## src/rtl/sap1_control_sequencer.sv

```systemverilog
`default_nettype none
// =============================================================================
// sap1_control_sequencer : SAP-1 hardwired ring-counter sequencer and decoder
// Rev 1.0 : initial release
// =============================================================================
module sap1_control_sequencer (
  input  logic       clk,
  input  logic       rst,
  input  logic [3:0] opcode,
  input  logic       run,
  input  logic       step,
  input  logic       mem_rdy,
  output logic [5:0] T,
  output logic       CP,
  output logic       EP,
  output logic       LM,
  output logic       CE,
  output logic       LI,
  output logic       EI,
  output logic       LA,
  output logic       EA,
  output logic       SU,
  output logic       EU,
  output logic       LB,
  output logic       LO,
  output logic       LDA,
  output logic       ADD,
  output logic       SUB,
  output logic       OUT,
  output logic       HLT_I,
  output logic       NOP,
  output logic       HLT,
  output logic       busy,
  output logic       instr_done,
  output logic [7:0] icount
);

  typedef enum logic [2:0] {
    S_PAUSE  = 3'd0,
    S_T1     = 3'd1,
    S_T2     = 3'd2,
    S_T3     = 3'd3,
    S_T4     = 3'd4,
    S_T5     = 3'd5,
    S_T6     = 3'd6,
    S_HALTED = 3'd7
  } state_t;

  state_t     state_q, state_d;
  logic       hlt_q, hlt_d;
  logic [7:0] icount_q, icount_d;

  logic w_mem_op;
  logic w_mem_read;
  logic w_stall;

  assign LDA   = (opcode == 4'b0000);
  assign ADD   = (opcode == 4'b0001);
  assign SUB   = (opcode == 4'b0010);
  assign OUT   = (opcode == 4'b1110);
  assign HLT_I = (opcode == 4'b1111);
  assign NOP   = ~(LDA | ADD | SUB | OUT | HLT_I);

  // Only T3 and the operand fetch in T5 wait on RAM; every other state ignores mem_rdy.
  assign w_mem_op   = LDA | ADD | SUB;
  assign w_mem_read = (state_q == S_T3) || ((state_q == S_T5) && w_mem_op);
  assign w_stall    = w_mem_read && !mem_rdy;

  always_comb begin
    state_d  = state_q;
    hlt_d    = hlt_q;
    icount_d = icount_q;
    case (state_q)
      S_PAUSE:  if (run || step) state_d = S_T1;
      S_T1:     state_d = S_T2;
      S_T2:     state_d = S_T3;
      S_T3:     if (!w_stall) state_d = S_T4;
      S_T4: begin
        if (HLT_I) begin
          state_d = S_HALTED;
          hlt_d   = 1'b1;
        end else begin
          state_d = S_T5;
        end
      end
      S_T5:     if (!w_stall) state_d = S_T6;
      S_T6: begin
        state_d  = run ? S_T1 : S_PAUSE;
        icount_d = icount_q + 8'd1;
      end
      S_HALTED: state_d = S_HALTED;
      default:  state_d = S_PAUSE;
    endcase
  end

  always_ff @(posedge clk) begin
    if (!rst) begin
      state_q  <= S_PAUSE;
      hlt_q    <= 1'b0;
      icount_q <= 8'd0;
    end else begin
      state_q  <= state_d;
      hlt_q    <= hlt_d;
      icount_q <= icount_d;
    end
  end

  always_comb begin
    T  = 6'b000000;
    CP = 1'b0; EP = 1'b0; LM = 1'b0; CE = 1'b0;
    LI = 1'b0; EI = 1'b0; LA = 1'b0; EA = 1'b0;
    SU = 1'b0; EU = 1'b0; LB = 1'b0; LO = 1'b0;
    case (state_q)
      S_T1: begin
        T  = 6'b000001;
        EP = 1'b1;
        LM = 1'b1;
      end
      S_T2: begin
        T  = 6'b000010;
        CP = 1'b1;
      end
      S_T3: begin
        T  = 6'b000100;
        CE = 1'b1;
        LI = mem_rdy;
      end
      S_T4: begin
        T = 6'b001000;
        if (w_mem_op) begin
          EI = 1'b1;
          LM = 1'b1;
        end else if (OUT) begin
          EA = 1'b1;
          LO = 1'b1;
        end
      end
      S_T5: begin
        T = 6'b010000;
        // Load strobes fire only in the cycle RAM data is valid, so a stall loads once.
        if (w_mem_op) CE = 1'b1;
        if (LDA) LA = mem_rdy;
        if (ADD || SUB) LB = mem_rdy;
      end
      S_T6: begin
        T = 6'b100000;
        if (ADD || SUB) begin
          LA = 1'b1;
          EU = 1'b1;
          SU = SUB;
        end
      end
      default: T = 6'b000000;
    endcase
  end

  assign HLT        = hlt_q;
  assign busy       = |T;
  assign instr_done = (state_q == S_T6);
  assign icount     = icount_q;

endmodule
`default_nettype wire
```

## config.mk

```make
export PLATFORM = sky130hd
export DESIGN_NAME = sap1_control_sequencer
export DESIGN_NICKNAME = d
export VERILOG_FILES = /design/src/rtl/sap1_control_sequencer.sv
export SDC_FILE = /design/constraint.sdc
export NUM_CORES = 1
export LEC_CHECK = 0
export CAP_MARGIN = 0
export CORE_MARGIN = 2
export CORE_UTILIZATION = 42
export DETAILED_ROUTE_END_ITERATION = 12
export GPL_ROUTABILITY_DRIVEN = 0
export HOLD_SLACK_MARGIN = 0.06
export PLACE_DENSITY = 0.84
export SLEW_MARGIN = 20
export SYNTH_ARGS = -nofsm -noshare
export SYNTH_HDL_FRONTEND = slang
export SYNTH_SLANG_ARGS = --single-unit
export TNS_END_PERCENT = 5
```

## constraint.sdc

```tcl
create_clock -name clk -period 3.6 [get_ports clk]
set_input_delay 0.72 -clock clk [delete_from_list [all_inputs] [get_ports clk]]
set_output_delay 0.72 -clock clk [all_outputs]
set_load 0.01 [all_outputs]
```

==> Yosys cells after proc, flatten, opt, wreduce, memory -nomap -nowiden <==
Index checks and enable logic that the tools add are counted.
{ "word_totals": {"regBits": 12, "in_bits": 9, "wordCells": 59} }
{ "op_classes": {"add_sub_neg": 1, "eq_ne": 14, "muxes": 25, "bitwise_logic": 5, "reduce_logical": 11} }
{ "op_table": {"columns": ["op", "count"], "rows": [
  ["one-hot mux 6 bit (6 select lines)", 1],
  ["one-hot mux 3 bit (8 select lines)", 1],
  ["2-to-1 mux 1 bit", 16],
  ["equality test 3 bit (second input constant)", 4],
  ["2-to-1 mux 3 bit", 3],
  ["adder 8 x 1 -> 8 bit (second input constant)", 1],
  ["equality test 4 bit (second input constant)", 2],
  ["equality test 3 x 2 -> 1 bit (second input constant)", 2],
  ["!= test 2 bit (second input constant)", 3],
  ["one-hot mux 1 bit (2 select lines)", 3],
  ["OR reduction 6 bit", 1],
  ["equality test 4 x 1 -> 1 bit (second input constant)", 1],
  ["equality test 4 x 2 -> 1 bit (second input constant)", 1],
  ["logical NOT 4 bit", 1],
  ["bitwise OR 1 bit", 4],
  ["equality test 3 x 1 -> 1 bit (second input constant)", 1],
  ["logical NOT 3 bit", 1],
  ["logical OR 1 bit", 3],
  ["AND reduction 3 bit", 1],
  ["logical AND 1 bit", 2],
  ["2-to-1 mux 2 bit", 1],
  ["AND reduction 2 bit", 1],
  ["logical NOT 1 bit", 1],
  ["inverter 1 bit", 1]
]} }

==> Logic depth before layout (Yosys ltp) <==
Gate-level depths: netlist (run 1).
{ "logic_depth": {"ltp_word": 8, "mapped_depth": 6, "mapped_depth_nobuf": 5} }

==> Least setup slack after synthesis (run 1) <==
Ideal clock, no wire load.
{ "synth_timing": {"kind": "in2out", "from": "input opcode[1]", "to": "output LO", "arrival_time_ns": 1.647, "setup_slack_ns": 1.233, "stages": 4, "path_cell_list": "buf_6 -> or2b_1 -> nor3_1 -> buf_4"} }
{ "synth_between": {"elab_chain_len": 5, "word_cells_on_any_way": 9, "classes_between": "eq/ne: 3; mux: 3; bitwise: 2; reduce/logical: 1"} }
{ "synth_lines": {"columns": ["item", "line", "source"], "rows": [
  ["start: declaration", "9", "input logic [3:0] opcode,"],
  ["equality test 4 x 1 -> 1 bit or logical NOT 4 bit (tied branches)", "58, 57", null],
  ["bitwise OR 1 bit (2 in a row)", "65", "assign w_mem_op = LDA | ADD | SUB;"],
  ["2-to-1 mux 1 bit * (2 in a row)", null, null],
  ["end: declaration", "25", "output logic LO,"]
]} }
Mark *: on every way between the ends. The rest lies on a longest branch, timed or not.

==> Worst setup path after layout (run 1) <==
{ "layout_timing": {"from": "input opcode[3]", "to": "output LA"} }
{ "layout_between": {"elab_chain_len": 4, "word_cells_on_any_way": 7, "classes_between": "eq/ne: 2; mux: 3; reduce/logical: 2"} }
{ "layout_lines": {"columns": ["item", "line", "source"], "rows": [
  ["equality test 4 x 1 -> 1 bit or equality test 4 x 2 -> 1 bit (tied branches)", "58, 59", null],
  ["logical OR 1 bit", "147", "if (ADD || SUB) begin"],
  ["2-to-1 mux 1 bit", "147", null],
  ["one-hot mux 1 bit (2 select lines) *", "113", "case (state_q)"],
  ["end: declaration", "20", "output logic LA,"]
]} }
Marks and branches as above.

==> results of run 1 <==
routing by layer:
layer	vias up	global-route usage (%)	routed length, um
met3	0	2.424	144
met5	-	0	0
li1	438	-	-
met2	35	33.78	1133
met4	0	5.093	0
met1	404	21.39	896
area by class of cell:
class	count	share of cell area (%)
flip-flops and latches	12	18.43
well taps	27	2.591
multi-input cells	81	42.03
inverters	4	1.152
repair buffers	43	33.01
clock buffers	4	2.783
cell usage in the layout (no fill, tap or decap), drive strengths merged, types with 2 or more instances in the layout:
cell type,synthesis,final
clkbuf,3,4
a211oi,2,2
inv,4,4
or3,2,2
xnor2,5,5
nor3,6,6
xor2,2,2
nor4b,3,3
a21boi,2,2
nor2,13,13
a21oi,2,2
and2,8,8
nor4,2,2
and3,2,2
dfxtp,12,12
nand4,4,4
clkdlybuf4s50,0,43
nand2b,3,3
nand2,10,10
per-stage QoR:
step	cell area (um2)	hold WS [ns]	total power [mW]	utilization [%]	setup slack (ns)
after floorplan	870.8	0.5091	0.2274	-	1.233
after global placement	1267	0.4480	0.2782	64.60	0.3953
after detailed placement	1267	0.4671	0.2810	64.60	0.3170
after CTS	1304	0.4797	0.3857	66.45	0.3170
after global routing	1304	0.4925	0.4036	66.45	0.2186
final	1304	0.4757	0.3817	66.45	0.3111
report_power, final:
group	internal, mW	total [mW]	switching, mW
logic	0.0695	0.124	0.0549
clock network	0.0613	0.103	0.0414
registers	0.138	0.155	0.0165
cell usage after synthesis (all sizes together) (2+ instances only):
| cell type | instances | area share (%) |
|---|---|---|
| nor4b | 3 | 6.5 |
| nor3 | 6 | 4.0 |
| nor2 | 13 | 5.6 |
| and3 | 2 | 1.4 |
| dfxtp | 12 | 28 |
| a211oi | 2 | 2.3 |
| nand2 | 10 | 4.3 |
| a21boi | 2 | 1.7 |
| and2 | 8 | 5.7 |
| nand4 | 4 | 2.9 |
| or3 | 2 | 1.4 |
| inv | 4 | 1.7 |
| xor2 | 2 | 2.0 |
| xnor2 | 5 | 5.0 |
| nand2b | 3 | 2.2 |
| buf | 8 | 6.5 |
| nor4 | 2 | 1.4 |
| clkbuf | 3 | 1.3 |
| a21oi | 2 | 1.1 |
worst paths after layout:
check	start	endpoint	slack, ns	cells past startpoint
max	opcode[3]	LA	0.31	5
min	HLT	HLT	0.48	1
max reg2reg	flip-flop	icount[4]	1.92	5
min reg2reg	HLT	HLT	0.48	1
flip-flops by register name, summed over array words and instances, names as in the netlist, named ones only:
name     cells
icount       8
state_q      2
HLT          1
worst reg2reg max path, stage by stage, from the launching register on:
cell and delay (ns):
dfxtp_1 0.67, nand3b_2 0.29, inv_2 0.17, nand4_1 0.14
xnor2_1 0.15, and2_1 0.15
cell families (layout without fill, tap and decap cells):
| family | after synthesis | count (layout) | share of synthesized area, % |
|---|---|---|---|
| DFF | 12 | 12 | 27.59 |
| muxes | 1 | 1 | 1.293 |
| buffers and inverters | 15 | 51 | 9.482 |
| adders and majority gates | 1 | 1 | 1.437 |
| xor gates and xnor gates | 7 | 7 | 7.040 |
| AOI/OAI and AO/OA | 14 | 14 | 12.79 |
| and+or+nand+nor | 58 | 58 | 40.37 |
==> reports/results.txt, run 1 <==
required time worst endpoint - 2.88 ns
status - completed
crit path kind - input port to output pin
worst-skew pair later-pin latency - 0.26 ns
fin. max-slew vios - 0
initial antenna violation count - 0
Post-CTS Hold Buffers - 0
largest net degree at the start of global routing - 17
Tmin final - 3.289 ns
Synthesized Nets - 118
Relative slew margins - 63.29%
die area - 0.002454 mm2
Critical Path Fanout Max - 9
H-tree depth - 1
post-CTS sizing - 0
Die W - 49.54 um
CP arrival - 2.57 ns
# rows - 16
global-route usage over all layers - 18.14%
Distinct cells, synth - 41
Clk pin slew, worst setup/hold paths - 0.07 ns
RSZ-0062 raised after global routing - no
Ports - 44
via count - 877
drt pass-1 iters - 4
post-synthesis cell area - 870.8 um2
sequential area share after synthesis - 27.59%
area of the multi-input gates - 548.0 um2
Longest Clk Path Bufs - 2
Routed wire per std cell - 12.72 um
Async SR Flop Fraction - 0%
Max Cap Viol - 0
most used cell, CP - clkdlybuf4s50_1
CTS tree - yes
CTS Buf Count - 3
Die Ht - 49.54 um
final setup vio count - 0
LEAKAGE - 0.5060 nW
yosys warns - 0
max frequency - 0.3041 GHz
Avg Inst Size Synth - 8.063 um2
Slowest-stage cell, CP - clkdlybuf4s50_1
Post-DP HPWL - 1704 um
residual DRC count - 0
ANT nets after route - 0
Initial Util - 44.39%
worst-case clock skew - 0.001144 ns
cells after synthesis - 108
Filler cells - 171
vias in the first global route - 808
Top FF cell, synth - dfxtp_1
ratio of cells with drive above 1 in the final layout - 9.028%
CP cell instances - clkdlybuf4s50_1 -> or3_1 -> nor2_1 -> a31o_1 -> clkdlybuf4s50_1
Post-synth EDFFs - 0
CP bufs+invs - 2
clock root cell - clkbuf_4
Hold WC Path Type - flip-flop to flip-flop
Post-Route WL - 2175 um
Final Hold Vio Count - 0
Final period util - 91.36%
Worst Setup End Kind - output pin
nets - 155
Synth-to-Final Area Change - 49.71%
CP peak stage delay - 0.58 ns
CP startpoint kind - input port
Via-to-Cell Ratio - 5.129
Port Buffers - 43
area of the core - 0.001962 mm2
setup_tns - 0 ns
Congestion Overflow GR - 0
family with the most delay on the worst path - buffers and inverters
worst-margin pin slew - 0.5500 ns
Layout Cells excl Fill - 171
total setup buffers inserted after CTS - 0
Ant. Diodes - 0
Cells after DPL - 167
DR iter-0 viols - 15
Synth Register Bits - 12
clock sink count - 12
Peak VDD IR - 0.0001665 V
pwr dens - 292.8 mW/mm2
first-pass GRT wire length - 3574 um
FF/Latch Area - 240.2 um2
Note: power is estimated with default switching activity, not from simulation.
==> inputs of run 2 (changes only) <==
==> constraint.sdc (replaced) <==
create_clock -name clk -period 3.86 [get_ports clk]
set_input_delay 0.772 -clock clk [delete_from_list [all_inputs] [get_ports clk]]
set_output_delay 0.772 -clock clk [all_outputs]
set_load 0.005 [all_outputs]
==> results of run 2 <==
The final DEF is identical to that of run 1. Status: completed.
Main changes from that run: setup slack after placement 0.3170 ns -> 0.5070 ns; setup slack after layout 0.3111 ns -> 0.5013 ns; register-to-register setup slack 1.92 ns -> 2.18 ns; total power 0.3817 mW -> 0.3481 mW; worst IR drop on VDD 0.0001665 V -> 0.0001553 V
==> inputs of run 3 (changes only) <==
- SKIP_LAST_GASP: unset -> 1
==> results of run 3 <==
The final DEF is identical to that of run 1. Status: completed.
Main changes from that run: setup slack after placement 0.3170 ns -> 0.5070 ns; setup slack after layout 0.3111 ns -> 0.5013 ns; register-to-register setup slack 1.92 ns -> 2.18 ns; total power 0.3817 mW -> 0.3481 mW; worst IR drop on VDD 0.0001665 V -> 0.0001553 V
